$ cat config.mk
export PLATFORM = sky130hd
export DESIGN_NAME = tdc_delayline_ctrl
export DESIGN_NICKNAME = d
export VERILOG_FILES = /design/src/rtl/tdc_delayline_ctrl_pkg.sv /design/src/rtl/tdc_delayline_ctrl_therm_popcount.sv /design/src/rtl/tdc_delayline_ctrl.sv
export SDC_FILE = /design/constraint.sdc
export NUM_CORES = 1
export LEC_CHECK = 0
export CORE_ASPECT_RATIO = 0.5
export CORE_MARGIN = 2
export CORE_UTILIZATION = 50
export CTS_BUF_LIST = sky130_fd_sc_hd__clkbuf_2
export DETAILED_ROUTE_END_ITERATION = 6
export GPL_ROUTABILITY_DRIVEN = 0
export GPL_TIMING_DRIVEN = 0
export HOLD_SLACK_MARGIN = 0.02
export PLACE_DENSITY = 0.71
export SYNTH_ARGS = -nofsm -noshare
export SYNTH_HDL_FRONTEND = slang
export SYNTH_SLANG_ARGS = --single-unit
$ cat constraint.sdc
create_clock -name clk -period 5 [get_ports clk]
set_input_delay 0.5 -clock clk [delete_from_list [all_inputs] [get_ports clk]]
set_output_delay 0.5 -clock clk [all_outputs]
set_load 0.02 [all_outputs]
$ cat src/rtl/tdc_delayline_ctrl_pkg.sv
// Shared definitions for the tapped-delay-line TDC controller.
//   state_t       : controller FSM state encodings
//   DEF_TAPS      : default number of delay-line taps (4 CARRY4 stages x 4)
//   DEF_COARSE_W  : default coarse counter width
//   CNT_W         : width of the internal dead/calibration counters
//   fine_width()  : fine-code width needed to hold a popcount of 0..taps
package tdc_delayline_ctrl_pkg;

    typedef enum logic [2:0] {
        ST_IDLE   = 3'd0,
        ST_ARMED  = 3'd1,
        ST_CAL    = 3'd2,
        ST_ENCODE = 3'd3,
        ST_OUT    = 3'd4,
        ST_DEAD   = 3'd5
    } state_t;

    localparam int DEF_TAPS     = 16;
    localparam int DEF_COARSE_W = 16;
    localparam int CNT_W        = 16;

    function automatic int fine_width(input int taps);
        return $clog2(taps + 1);
    endfunction

endpackage

$ cat src/rtl/tdc_delayline_ctrl_therm_popcount.sv
// Combinational thermometer-code encoder for the delay line.
// Counting set taps rather than locating the 1->0 transition makes the
// result tolerant of bubbles in the thermometer code. Also used by the
// calibration histogrammer.
//   therm : latched tap vector, therm[0] is the first tap
//   count : number of taps set (fine code)
module tdc_delayline_ctrl_therm_popcount
    import tdc_delayline_ctrl_pkg::*;
#(
    parameter int TAPS   = DEF_TAPS,
    parameter int FINE_W = fine_width(DEF_TAPS)
) (
    input  logic [TAPS-1:0]   therm,
    output logic [FINE_W-1:0] count
);

    always_comb begin
        count = '0;
        for (int i = 0; i < TAPS; i++) begin
            count = count + FINE_W'(therm[i]);
        end
    end

endmodule

$ cat src/rtl/tdc_delayline_ctrl.sv
// Measurement controller for the CARRY4 tapped delay line TDC.
// Detects a hit on the first tap, latches the coarse count and taps,
// encodes the fine value and presents {coarse, fine} over valid/ready.
// Also drives calibration pulses into the line CI and enforces dead time.
//   clk, rst_n : system clock, asynchronous active-low reset
//   enable     : run control, low forces IDLE
//   cal_req    : single-cycle request for one calibration shot
//   taps       : double-registered delay-line outputs
//   cal_sel    : CI mux select (1 = line_ci drives the line)
//   line_ci    : calibration pulse into the CI input
//   ts_data    : {coarse, fine} timestamp
//   ts_cal     : timestamp came from a calibration shot
//   ts_valid   : timestamp available, ts_ready accepts it
//   busy       : controller is neither ARMED nor IDLE
//   cal_err    : one-cycle pulse when a calibration edge never arrived
//   drop_cnt   : hits lost while not armed, saturating at 255
module tdc_delayline_ctrl
    import tdc_delayline_ctrl_pkg::*;
#(
    parameter int TAPS        = DEF_TAPS,
    parameter int COARSE_W    = DEF_COARSE_W,
    parameter int DEAD_CYCLES = 4,
    parameter int CAL_WIDTH   = 8,
    parameter int CAL_TIMEOUT = 8
) (
    input  logic                                clk,
    input  logic                                rst_n,
    input  logic                                enable,
    input  logic                                cal_req,
    input  logic [TAPS-1:0]                     taps,
    output logic                                cal_sel,
    output logic                                line_ci,
    output logic [COARSE_W+$clog2(TAPS+1)-1:0]  ts_data,
    output logic                                ts_cal,
    output logic                                ts_valid,
    input  logic                                ts_ready,
    output logic                                busy,
    output logic                                cal_err,
    output logic [7:0]                          drop_cnt
);

    localparam int FINE_W = fine_width(TAPS);

    state_t               state;
    state_t               state_nx;
    logic                 tap0_p1;
    logic                 hit;
    logic                 taps_zero;
    logic                 cal_go;
    logic                 cal_timeout;
    logic                 dead_done;
    logic                 drop_state;
    logic [COARSE_W-1:0]  coarse;
    logic [COARSE_W-1:0]  coarse_lat;
    logic [TAPS-1:0]      taps_lat;
    logic                 cal_lat;
    logic [FINE_W-1:0]    fine;
    logic [CNT_W-1:0]     cal_cnt;
    logic [CNT_W-1:0]     dead_cnt;
    logic [CNT_W-1:0]     ci_cnt;
    logic                 cal_pend;
    logic                 cal_mode;

    assign hit         = taps[0] & ~tap0_p1;
    assign taps_zero   = (taps == '0);
    assign cal_go      = cal_req | cal_pend;
    assign cal_timeout = (cal_cnt == CNT_W'(CAL_TIMEOUT - 1));
    assign dead_done   = (dead_cnt >= CNT_W'(DEAD_CYCLES - 1));
    assign drop_state  = (state == ST_ENCODE) || (state == ST_OUT) || (state == ST_DEAD);

    tdc_delayline_ctrl_therm_popcount #(
        .TAPS   (TAPS),
        .FINE_W (FINE_W)
    ) u_popcount (
        .therm (taps_lat),
        .count (fine)
    );

    // State register
    always_ff @(posedge clk or negedge rst_n) begin
        if (!rst_n) begin
            state <= ST_IDLE;
        end else begin
            state <= state_nx;
        end
    end

    // Next-state logic
    always_comb begin
        state_nx = state;
        if (!enable) begin
            state_nx = ST_IDLE;
        end else begin
            case (state)
                ST_IDLE:   if (taps_zero) state_nx = ST_ARMED;
                ST_ARMED: begin
                    if (hit)         state_nx = ST_ENCODE;
                    else if (cal_go) state_nx = ST_CAL;
                end
                ST_CAL: begin
                    if (hit)              state_nx = ST_ENCODE;
                    else if (cal_timeout) state_nx = ST_DEAD;
                end
                ST_ENCODE: state_nx = ST_OUT;
                ST_OUT:    if (ts_valid && ts_ready) state_nx = ST_DEAD;
                ST_DEAD:   if (dead_done && taps_zero) state_nx = ST_ARMED;
                default:   state_nx = ST_IDLE;
            endcase
        end
    end

    // Outputs decoded from state and control registers
    always_comb begin
        busy    = (state != ST_ARMED) && (state != ST_IDLE);
        cal_sel = cal_mode;
        line_ci = (ci_cnt != '0);
    end

    // Control registers, coarse counter and output register
    always_ff @(posedge clk or negedge rst_n) begin
        if (!rst_n) begin
            tap0_p1  <= 1'b0;
            coarse   <= '0;
            cal_pend <= 1'b0;
            cal_mode <= 1'b0;
            cal_cnt  <= '0;
            dead_cnt <= '0;
            ci_cnt   <= '0;
            cal_err  <= 1'b0;
            drop_cnt <= '0;
            ts_valid <= 1'b0;
            ts_data  <= '0;
            ts_cal   <= 1'b0;
        end else begin
            tap0_p1 <= taps[0];
            coarse  <= enable ? coarse + COARSE_W'(1) : '0;

            // A request that is not consumed right now (hit wins, or not
            // armed) is remembered and served on the next ARMED cycle.
            if (state == ST_ARMED && state_nx == ST_CAL) begin
                cal_pend <= 1'b0;
            end else if (cal_req) begin
                cal_pend <= 1'b1;
            end

            // cal_sel stays up through ENCODE/OUT/DEAD of a calibration
            // shot so external hits cannot enter while the line drains.
            if (state_nx == ST_CAL) begin
                cal_mode <= 1'b1;
            end else if (state_nx == ST_ARMED || state_nx == ST_IDLE) begin
                cal_mode <= 1'b0;
            end

            // The CI pulse width is independent of how soon the edge
            // arrives, so it runs on its own down-counter.
            if (state_nx == ST_ARMED || state_nx == ST_IDLE) begin
                ci_cnt <= '0;
            end else if (state == ST_ARMED && state_nx == ST_CAL) begin
                ci_cnt <= CNT_W'(CAL_WIDTH);
            end else if (ci_cnt != '0) begin
                ci_cnt <= ci_cnt - CNT_W'(1);
            end

            cal_cnt <= (state == ST_CAL) ? cal_cnt + CNT_W'(1) : '0;

            if (state == ST_DEAD) begin
                if (!dead_done) dead_cnt <= dead_cnt + CNT_W'(1);
            end else begin
                dead_cnt <= '0;
            end

            cal_err <= (state == ST_CAL) && (state_nx == ST_DEAD);

            if (hit && drop_state && drop_cnt != 8'hFF) begin
                drop_cnt <= drop_cnt + 8'd1;
            end

            if (!enable) begin
                ts_valid <= 1'b0;
            end else if (state == ST_ENCODE) begin
                ts_valid <= 1'b1;
                ts_data  <= {coarse_lat, fine};
                ts_cal   <= cal_lat;
            end else if (ts_valid && ts_ready) begin
                ts_valid <= 1'b0;
            end
        end
    end

    // Hit capture: coarse and taps of the edge cycle feed ENCODE
    always_ff @(posedge clk) begin
        if (hit && (state == ST_ARMED || state == ST_CAL)) begin
            coarse_lat <= coarse;
            taps_lat   <= taps;
            cal_lat    <= (state == ST_CAL);
        end
    end

endmodule

==> results of run 1 <==
[layer usage]
layer  GRT usage, %  routed length (um)  vias to the layer above
met1          24.62                5076                     1803
met4          5.586                  87                        0
met5              0                   0                        -
li1               -                   -                     1817
met2          28.52                4882                       51
met3          4.376                 293                        7
[power breakdown]
part	internal, uW	switching (uW)
Clock	381	417
Sequential	1130	2.95
Combinational	21.1	27.7
[final cells by class]
cell class                      count  area (um2)  share of cell area, %
Clock buffer                       17       85.08                  1.197
Sequential cell                   135        3543                  49.85
Clock inverter                     15       224.0                  3.151
Antenna cell                        1       2.502                0.03521
Inverter                           25       93.84                  1.320
Multi-Input combinational cell    309        2267                  31.90
Tap cell                          165       206.4                  2.904
Timing Repair Buffer               60       619.3                  8.713
Buffer                             13       66.31                 0.9329
[cells in the mapped netlist, types with 2 or more instances]
| master | n | share of area (%) |
|---|---|---|
| dfrtp_1 | 102 | 43 |
| edfxtp_1 | 33 | 17 |
| nor2_1 | 33 | 2.1 |
| and2_1 | 31 | 3.3 |
| xnor2_1 | 26 | 3.8 |
| inv_1 | 25 | 1.6 |
| nand2_1 | 24 | 1.5 |
| mux2_2 | 20 | 3.8 |
| xor2_1 | 17 | 2.5 |
| nor3_1 | 15 | 1.3 |
| a21oi_1 | 12 | 1.0 |
| nand3_1 | 12 | 1.0 |
| o21ai_0 | 12 | 1.0 |
| and3_1 | 10 | 1.0 |
| fa_1 | 10 | 3.4 |
| ha_1 | 10 | 2.1 |
| nand4_1 | 10 | 1.0 |
| nor4_1 | 10 | 1.0 |
| or3_1 | 8 | 0.84 |
| clkbuf_1 | 7 | 0.44 |
| nor2_2 | 7 | 0.73 |
| nor2b_1 | 6 | 0.63 |
| nand2b_1 | 5 | 0.52 |
| a21boi_0 | 3 | 0.38 |
| o31ai_1 | 3 | 0.38 |
| a21oi_2 | 2 | 0.29 |
| and4_1 | 2 | 0.29 |
| buf_2 | 2 | 0.17 |
| buf_4 | 2 | 0.25 |
| mux2i_1 | 2 | 0.34 |
[worst max-delay path: cells and delay by family, from the launching register on]
kind,cells,cell delay (ns)
flip-flops,1,0.43
adder cells (fa/ha/maj),7,3.03
AO/OA/AOI/OAI,2,0.36
AND/OR/NAND/NOR,1,0.06
buffers and inverters,2,0.12
[state kept, by name, summed over array words and instances, names as in the netlist, 3 cells and up]
register	flops
cal_cnt	16
ci_cnt	16
coarse	16
coarse_lat	16
dead_cnt	16
drop_cnt	8
state	3
taps_lat	16
ts_data	21
[path summary, 6_finish.rpt]
kind                                    start            to  slack, ns  depth (start not counted)
worst min-delay path                    rst_n   cal_cnt[14]       0.32                          2
worst min register to register  coarse_lat[4]    ts_data[9]       0.47                          1
worst max register to register    taps_lat[0]    ts_data[4]       0.93                         12
max in group asynchronous               rst_n    ts_data[7]       3.99                          3
worst max-delay path              taps_lat[0]    ts_data[4]       0.93                         12
min in group clk                     taps[12]  taps_lat[12]       0.43                          1
[kinds of logic after synthesis]
| group | count (synthesis) | synth area share, % |
|---|---|---|
| xor+xnor | 43 | 6.313 |
| flops | 135 | 59.40 |
| simple gates | 185 | 17.49 |
| buf+inv | 38 | 2.685 |
| fa+ha+maj | 20 | 5.453 |
| compound gates | 39 | 4.551 |
| mux | 22 | 4.111 |
[stage by stage]
step | instances | power (uW) | setup TNS (ns) | utilization (%) | area (um2)
floorplan | 482 | 1162 | 0 | - | 5966
detailed placement | 706 | 1204 | 0 | 57.83 | 6787
CTS | 739 | 2000 | 0 | 60.54 | 7106
global placement | 702 | 1201 | -48.16 | 57.28 | 6723
finish | 740 | 1980 | 0 | 60.57 | 7108
global route | 740 | 2054 | 0 | 60.57 | 7108
==> metrics.md, run 1 <==
| Metric | Value |
|---|---|
| Max-cap viol count | 0 |
| CTS tree | built |
| Vias post-DR | 3,678 |
| #FFs+latches synth | 135 |
| Endpoint type of the worst setup path | flop |
| Tightest Pin Transition | between 0.6 and 0.7 ns |
| Initial DRC count | 194 |
| DRC | 0 |
| Vias per cell | 4.970 |
| Critical path launch point type | flop |
| Outcome | complete, no violations |
| Layout cell share with drive strength beyond 1 | 14.29% |
| Synthesized area per cell | around 12 um2 |
| Synth Flop Type | dfrtp_1 |
| Root Driver | clkbuf_2 |
| Leakage | about 0.0032 uW |
| Die Ht | 81.24 um |
| Register area share after synthesis | about three fifths |
| Number of enable flip-flop cells after synthesis | 33 |
| WP data required | around 5.6 ns |
| Die W | between 150 and 200 um |
| Total wire length | just over 10 mm |
| Max Slew Vio Count | 0 |
| Final net count | 602 |
| Detailed placement HPWL | approximately 7.3 mm |
| Post-CTS Setup Inserts | 0 |
| Worst vdd ir | 0.1546 mV |
| GR Overflow Total | 0 |
| Yosys warns | 0 |
| First-pass GRT wire length | 17.72 mm |
| Mapped cell area | 0.005966 mm2 |
| Clk_lat worst skew | 0.65 ns |
| Num ports | 56 |
| Commonest non-fill, non-tap cells in the layout | dfrtp_1, clkdlybuf4s50_1, nor2_1, edfxtp_1, and2_1 |
| 1st-pass router iterations | 4 |
| Clock tree buffer depth | 2 |
| Clk_skew | 0.03327 ns |
| Clock Sinks | 135 |
| Most common cell after layout, fill and taps aside | dfrtp_1 |
| Total GRT Usage | 17.92% |
| Cell Pwr Density | ~280 mW/mm2 |
| Routed len/inst | 13.97 um |
| Worst Slack Setup Final | 0.9333 ns |
| Initial Util | 50.83% |
| Final Hold Vio Count | 0 |
| Crit-path most repeated cell | fa_1 |
| Setup violators final | 0 |
| Clock slew seen by the registers of the worst setup and hold paths | 0.21 ns |
| Post-CTS Resized | 0 |
| Synth async-reset ratio | 75.56% |
| Crit path time final | 4.067 ns |
| Cell Chain, Critical Path | ha_1, inv_1, fa_1, fa_1, fa_1, fa_1, inv_1, fa_1, fa_1, a21oi_1, nor2_1, a22o_1 |
| Critical path class | flop to flop |
| Yosys cell types | 51 |
| Die area | 0.01287 mm2 |
| Hold slack | 0.3156 ns |
| Total CTS buffers | 17 |
| RSZ-0062 raised after global routing | no |
| Slowest stage delay, CP | 0.55 ns |
| Slowest cell on the critical path | fa_1 |
| # hold bufs at CTS | 1 |
| Syn Nets | around 520 |
| Slew headroom | 59.37% |
| Critical-path maximum fanout | 2 |
| Pin count of the biggest net entering global routing | 70 |
| Antenna-violating nets left | 0 |
| Initial antenna violation count | 1 |
| Row cnt | 28 |
| Core area | around 0.012 mm2 |
| I/O Buffers | 55 |
| Mapped Cells | 482 |
| Max Clk Rate | roughly 250 MHz |
| Critical path arrival | 4.63 ns |
| Synth-to-layout area growth | 19.15% |
| Worst hold path class | input pin to async pin |
| Vias in the first global route | around 3,700 |
| Crit share post-route | between 80% and 90% |
| Post-placement setup slack | 0.9456 ns |
| Layout fillers | 957 |
| H-tree depth | 4 |
Power figures use the tool's default switching activity.
==> inputs of run 2 (changes only) <==
==> constraint.sdc (replaced) <==
create_clock -name clk -period 3.9 [get_ports clk]
set_input_delay 0.39 -clock clk [delete_from_list [all_inputs] [get_ports clk]]
set_output_delay 0.39 -clock clk [all_outputs]
set_load 0.02 [all_outputs]
==> run 2 against run 1 <==
The flow now finishes with violations (negative setup slack); hold slack got worse by 0.12 ns; sequential share of layout area decreased by 0.19 points; register-to-register slack got worse by 0.94 ns; sequential power increased by 28%; clock skew decreased by 0.0035 ns; routed wire length increased by 1.5%; combinational power increased by 28%; critical path depth unchanged; sequential cell count unchanged; non-clock buffer count increased by 1; count of clock-buffer cells in the layout unchanged; critical endpoint unchanged; largest cell class unchanged; largest power group unchanged.
==> metrics.md, run 2 (same netlist as run 1, synthesis figures left out) <==
| Metric | Value |
|---|---|
| Row cnt | 28 (unchanged) |
| Pin count of the biggest net entering global routing | 70 (unchanged) |
| Sw power | 579.8 uW (was 447.3 uW) |
| First-pass GRT wire length | 17.73 mm (was 17.72 mm) |
| Slowest cell on the critical path | fa_1 (unchanged) |
| Total wire length | 10.49 mm (was 10.34 mm) |
| Crit path buffers/inverters | 2 (unchanged) |
| Crit path time final | 3.906 ns (was 4.067 ns) |
| Die W | 158.5 um (unchanged) |
| Setup violators final | 1 (was 0) |
| Total Power | 2545 uW (was 1980 uW) |
| Routed len/inst | 14.16 um (was 13.97 um) |
| I/O Buffers | 55 (unchanged) |
| Leakage | 0.003240 uW (was 0.003228 uW) |
| Clk_skew | 0.02978 ns (was 0.03327 ns) |
| Failing checks | negative setup slack |
| DRC | 0 (unchanged) |
| Combinational power share | 2.5% (about the same) |
| Antenna-violating nets left | 0 (unchanged) |
| Synth-to-layout area growth | 19.61% (was 19.15%) |
| Endpoint type of the worst setup path | flop (unchanged) |
| Final Hold Vio Count | 0 (unchanged) |
| Die area | 0.01287 mm2 (unchanged) |
| Slowest stage delay, CP | 0.50 ns (was 0.55 ns) |
| Reg-to-reg slack, setup | -0.006 ns (was 0.93 ns) |
| Worst hold path class | input pin to async pin (unchanged) |
| Max Clk Rate | 256.0 MHz (was 245.9 MHz) |
| Critical path arrival | 4.48 ns (was 4.63 ns) |
| Crit path max-delay family | adder cells (unchanged) |
| Commonest non-fill, non-tap cells in the layout | dfrtp_1, clkdlybuf4s50_1, nor2_1, edfxtp_1, and2_1 (unchanged) |
| Clk_lat worst skew | 0.66 ns (was 0.65 ns) |
| Clock tree buffer depth | 2 (unchanged) |
| Internal Power | 1966 uW (was 1533 uW) |
| Layout fillers | 955 (was 957) |
| Critical path launch point type | flop (unchanged) |
| Critical path class | flop to flop (unchanged) |
| Outcome | finished, violations left (was complete, no violations) |
| CTS tree | built (unchanged) |
| 1st-pass router iterations | 4 (unchanged) |
| Most common cell after layout, fill and taps aside | dfrtp_1 (unchanged) |
| Largest Register | ts_data (unchanged) |
| H-tree depth | 4 (unchanged) |
| Layout cell share with drive strength beyond 1 | 15.30% (was 14.29%) |
| Vias in the first global route | 3,674 (was 3,654) |
| Final net count | 603 (was 602) |
| Cell Pwr Density | 356.7 mW/mm2 (was 278.6 mW/mm2) |
| RSZ-0062 raised after global routing | yes (was no) |
| Vias per cell | 4.968 (was 4.970) |
| Sw Share | 22.78% (was 22.59%) |
| Total CTS buffers | 17 (unchanged) |
| Initial DRC count | 204 (was 194) |
| Root Driver | clkbuf_2 (unchanged) |
| Max-cap viol count | 0 (unchanged) |
| Num ports | 56 (unchanged) |
| GR Overflow Total | 0 (unchanged) |
| Max reg flops | 21 (unchanged) |
| Clock Sinks | 135 (unchanged) |
| Initial Util | 50.83% (unchanged) |
| Crit share post-route | 100.1% (was 81.33%) |
| WP data required | 4.48 ns (was 5.57 ns) |
| Core area | 0.01174 mm2 (unchanged) |
| Seq pwr share | 57.1% (was 57.3%) |
| Die Ht | 81.24 um (unchanged) |
| Final core occ | 60.80% (was 60.57%) |
| Vias post-DR | 3,681 (was 3,678) |
| Worst Slack Setup Final | -0.005798 ns (was 0.9333 ns) |
| Clock power frac | 40.4% (was 40.3%) |
| Tightest Pin Transition | 0.6108 ns (was 0.6061 ns) |
| Clock slew seen by the registers of the worst setup and hold paths | 0.21 ns (about the same) |
| Cell Chain, Critical Path | ha_1, inv_2, fa_1, fa_1, fa_1, fa_1, inv_1, fa_2, fa_2, a21oi_2, nor2_1, a22o_1 (was ha_1, inv_1, fa_1, fa_1, fa_1, fa_1, inv_1, fa_1, fa_1, a21oi_1, nor2_1, a22o_1) |
| Initial antenna violation count | 1 (unchanged) |
| Crit-path most repeated cell | fa_1 (unchanged) |
| Critical-path maximum fanout | 2 (unchanged) |
| Worst vdd ir | 0.1984 mV (was 0.1546 mV) |
| Total GRT Usage | 17.93% (was 17.92%) |
| Max Slew Vio Count | 0 (unchanged) |
| Slew headroom | 59.06% (was 59.37%) |
| Detailed placement HPWL | 7.297 mm (unchanged) |
run 2: worst paths after layout:
| kind | from | cells after the start | to |
|---|---|---|---|
| worst min register to register | coarse_lat[4] | 1 | ts_data[9] |
| max in group asynchronous | rst_n | 3 | coarse[2] |
| worst min-delay path | rst_n | 2 | cal_cnt[14] |
| worst max-delay path | taps_lat[0] | 12 | ts_data[4] |
| worst max register to register | taps_lat[0] | 12 | ts_data[4] |
| min in group clk | taps[12] | 1 | taps_lat[12] |
run 2: layout make-up:
cell class,count,area (um2),area share (%)
antenna,1,2.502,0.03507
buffer,13,66.31,0.9293
clock buffer,17,85.08,1.192
clock inverter,15,224.0,3.139
inverter,25,93.84,1.315
multi-input combinational,309,2287,32.05
sequential,135,3543,49.66
tap,165,206.4,2.893
timing repair buffer,61,626.9,8.785
run 2: through the flow:
| step | hold slack (ns) | setup WS, ns | setup TNS (ns) | std cells | instance area [um2] |
|---|---|---|---|---|---|
| 3_5_place_dp | 0.3713 | -0.1544 | -0.1819 | 706 | 6787 |
| 3_3_place_gp | 0.4600 | -1.395 | -181.92 | 702 | 6723 |
| 4_1_cts | 0.1515 | -0.01662 | -0.01662 | 739 | 7114 |
| 2_1_floorplan | 0.09441 | 0.02563 | 0 | 482 | 5966 |
| 5_1_grt | 0.1772 | -0.1234 | -0.2926 | 741 | 7136 |
| 6_report | 0.1915 | -0.005798 | -0.005798 | 741 | 7136 |
run 2: power by group through the flow:
stage / registers [uW] / clock network, uW / logic [uW]
floorplan: 1480 / 0 / 9.99
global placement: 1480 / 0 / 59.6
detailed placement: 1480 / 0 / 63.9
CTS: 1450 / 1040 / 65.2
global route: 1460 / 1110 / 71.0
finish: 1450 / 1030 / 62.6
run 2: worst register-to-register path, delay by kind of cell, from the launching register on:
family	cells	cell delay, ns
buffers and inverters	2	0.09
adder cells (fa/ha/maj)	7	2.93
flip-flops	1	0.43
AO/OA/AOI/OAI	2	0.35
AND/OR/NAND/NOR	1	0.05
run 2: layer usage:
layer	global-route usage, %	vias up	part of all wire, %
li1	-	1823	-
met1	24.50	1814	49
met2	28.70	40	47
met3	4.376	4	2.8
met4	5.586	0	0.59
met5	0	-	0
run 2: what timing repair did:
action | in CTS | in global routing
hold buffers | 1 | 0
setup buffers | 0 | 1
setup endpoints to repair | 2 | 3
gates resized for setup | 3 | 4
endpoints found under the hold margin | 33 | 0
pin swaps | 1 | 0
==> inputs of run 3 (changes only) <==
--- a/config.mk
+++ b/config.mk
@@ -7,13 +7,13 @@
 export LEC_CHECK = 0
 export CORE_ASPECT_RATIO = 0.5
 export CORE_MARGIN = 2
-export CORE_UTILIZATION = 50
+export CORE_UTILIZATION = 55
 export CTS_BUF_LIST = sky130_fd_sc_hd__clkbuf_2
 export DETAILED_ROUTE_END_ITERATION = 6
 export GPL_ROUTABILITY_DRIVEN = 0
 export GPL_TIMING_DRIVEN = 0
 export HOLD_SLACK_MARGIN = 0.02
-export PLACE_DENSITY = 0.71
+export PLACE_DENSITY = 0.77
 export SYNTH_ARGS = -nofsm -noshare
 export SYNTH_HDL_FRONTEND = slang
 export SYNTH_SLANG_ARGS = --single-unit
==> run 3 against run 2 <==
The flow still finishes with violations (negative setup slack); first-iteration DRC count decreased by 21%; critical path depth is the same; critical endpoint unchanged; clock skew shrank 0.0020 ns; critical path type unchanged.
==> metrics.md, run 3 (same netlist as run 1, synthesis figures left out) <==
| Metric | Value |
|---|---|
| I/O Buffers | 55 (unchanged) |
| GR Overflow Total | 0 (unchanged) |
| Detailed placement HPWL | 7.461 mm (was 7.297 mm) |
| Pin count of the biggest net entering global routing | 63 (was 70) |
| Slowest cell on the critical path | fa_1 (unchanged) |
| Vias per cell | 5.213 (was 4.968) |
| # diodes | 0 (was 1) |
| Critical path arrival | 4.53 ns (was 4.48 ns) |
| Failing checks | negative setup slack (unchanged) |
| Critical path class | flop to flop (unchanged) |
| Seq pwr share | 63.8% (was 57.1%) |
| Die Ht | 77.65 um (was 81.24 um) |
| Initial antenna violation count | 0 (was 1) |
| Max Clk Rate | 255.4 MHz (was 256.0 MHz) |
| 1st-pass router iterations | 4 (unchanged) |
| R2r startpoint | taps_lat[0] (unchanged) |
| Core area | 0.01038 mm2 (was 0.01174 mm2) |
| Crit-path most repeated cell | fa_1 (unchanged) |
| Die W | 151.3 um (was 158.5 um) |
| Clock Sinks | 135 (unchanged) |
| Die area | 0.01175 mm2 (was 0.01287 mm2) |
| Cell Pwr Density | 326.2 mW/mm2 (was 356.7 mW/mm2) |
| Vias in the first global route | 3,834 (was 3,674) |
| Initial Util | 57.49% (was 50.83%) |
| Critical-path maximum fanout | 2 (unchanged) |
| Sw Share | 25.17% (was 22.78%) |
| Crit share post-route | 100.4% (was 100.1%) |
| Post-placement setup slack | -0.1246 ns (was -0.1544 ns) |
| RSZ-0062 raised after global routing | yes (unchanged) |
| R2R depth | 12 (unchanged) |
| Cell Chain, Critical Path | ha_1, inv_2, fa_1, fa_1, fa_1, fa_1, inv_2, fa_2, fa_2, a21oi_2, nor2_1, a22o_1 (was ha_1, inv_2, fa_1, fa_1, fa_1, fa_1, inv_1, fa_2, fa_2, a21oi_2, nor2_1, a22o_1) |
| Reg-to-reg slack, setup | -0.02 ns (was -0.006 ns) |
| Max Slew Vio Count | 0 (unchanged) |
| Max reg flops | 21 (unchanged) |
| Sw power | 574.0 uW (was 579.8 uW) |
| Crit path depth | 12 (unchanged) |
| Most common cell after layout, fill and taps aside | dfrtp_1 (unchanged) |
| Slowest stage delay, CP | 0.50 ns (about the same) |
| Setup violators final | 1 (unchanged) |
| Root Driver | clkbuf_2 (unchanged) |
| Num ports | 56 (unchanged) |
| Total GRT Usage | 20.25% (was 17.93%) |
| Worst hold path class | input pin to flop (was input pin to async pin) |
| Slew headroom | 47.22% (was 59.06%) |
| Layout cell share with drive strength beyond 1 | 15.33% (was 15.30%) |
| Largest Register | ts_data (unchanged) |
| CTS tree | built (unchanged) |
| Synth-to-layout area growth | 17.16% (was 19.61%) |
| Routed len/inst | 14.79 um (was 14.16 um) |
| Critical Path Sink | ts_data[4] (unchanged) |
| Placed cells | 680 (was 706) |
| Internal Power | 1706 uW (was 1966 uW) |
| Row cnt | 26 (was 28) |
| Clock power frac | 33.5% (was 40.4%) |
| Vias post-DR | 3,722 (was 3,681) |
| Total wire length | 10.56 mm (was 10.49 mm) |
| Worst vdd ir | 0.1620 mV (was 0.1984 mV) |
| Total CTS buffers | 17 (unchanged) |
| Max-cap viol count | 0 (unchanged) |
| Leakage | 0.003171 uW (was 0.003240 uW) |
| Antenna-violating nets left | 0 (unchanged) |
| Crit path buffers/inverters | 2 (unchanged) |
| Final core occ | 67.35% (was 60.80%) |
| Total Power | 2280 uW (was 2545 uW) |
| DRC | 0 (unchanged) |
| R2r endpoint | ts_data[4] (unchanged) |
| H-tree depth | 4 (unchanged) |
| Clk_lat worst skew | 0.68 ns (was 0.66 ns) |
| Combinational power share | 2.7% (was 2.5%) |
| Worst Slack Setup Final | -0.01549 ns (was -0.005798 ns) |
| Final net count | 602 (was 603) |
| Crit path time final | 3.915 ns (was 3.906 ns) |
| Final Hold Vio Count | 0 (unchanged) |
| WP data required | 4.51 ns (was 4.48 ns) |
| Critical path launch point type | flop (unchanged) |
| First-pass GRT wire length | 18.22 mm (was 17.73 mm) |
| Crit path max-delay family | adder cells (unchanged) |
| Initial DRC count | 161 (was 204) |
| Tightest Pin Transition | 0.7916 ns (was 0.6108 ns) |
| Worst Setup SP | taps_lat[0] (unchanged) |
| Clock slew seen by the registers of the worst setup and hold paths | 0.22 ns (was 0.21 ns) |
| Commonest non-fill, non-tap cells in the layout | dfrtp_1, clkdlybuf4s50_1, nor2_1, edfxtp_1, and2_1 (unchanged) |
| Outcome | finished, violations left (unchanged) |
| Endpoint type of the worst setup path | flop (unchanged) |
| Finished Layout Cells | 714 (was 741) |
| Clk_skew | 0.02780 ns (was 0.02978 ns) |
| Clock tree buffer depth | 2 (unchanged) |
==> run 3: changes by cell type in the layout (fill, tap and decap cells not counted), sizes merged <==
cell / change
bufinv: -4
buf: -1
diode: -1
inv: +1
clkinvlp: +3
==> run 3: worst min-delay path by stage <==
stage                        start              to  slack, ns  cells after the start
global route               taps[6]     taps_lat[6]       0.22                      1
CTS                        taps[0]         tap0_p1       0.24                      1
floorplan                    rst_n      cal_cnt[0]       0.09                      0
global placement    coarse_lat[15]     ts_data[20]       0.46                      1
finish                     taps[0]         tap0_p1       0.29                      1
detailed placement      coarse[15]  coarse_lat[15]       0.46                      0
==> run 3: cell type report <==
cell class / count / area, um2
multi-input combinational: 309 / 2287
clock inverter: 15 / 130.1
fill: 739 / 3388
inverter: 25 / 93.84
tap: 140 / 175.2
sequential: 135 / 3543
clock buffer: 17 / 85.08
timing repair buffer: 60 / 608.1
buffer: 13 / 66.31
==> run 3: per-stage QoR <==
step / setup TNS (ns) / hold slack, ns / area [um2]
6_report: -0.01549 / 0.2908 / 6989
5_1_grt: -0.4110 / 0.2203 / 6989
4_1_cts: -0.02168 / 0.2355 / 6970
3_5_place_dp: -0.1705 / 0.4587 / 6736
3_3_place_gp: -173.43 / 0.4575 / 6691
2_1_floorplan: 0 / 0.09441 / 5966
==> run 3: layer usage <==
metal	vias up	GRT usage, %	wire length, um
met5	-	0	0
met4	0	7.944	119
met3	12	4.647	315
met2	42	33.03	5090
met1	1854	26.56	5037
li1	1814	-	-
==> run 3: power groups by stage <==
stage	Sequential (uW)	Clock [uW]	Combinational, uW
6_report	1450	764	61.9
5_1_grt	1460	847	70.3
4_1_cts	1450	786	64.0
3_5_place_dp	1480	0	63.0
3_3_place_gp	1480	0	59.2
2_1_floorplan	1480	0	9.99
==> run 3: repair_timing <==
action                     CTS  global route
setup buffers                0             1
hold endpoints to repair    61             0
hold buffers                 1             0
gates resized for setup      3             6
setup endpoints to repair    3             4
pin swaps                    1             3
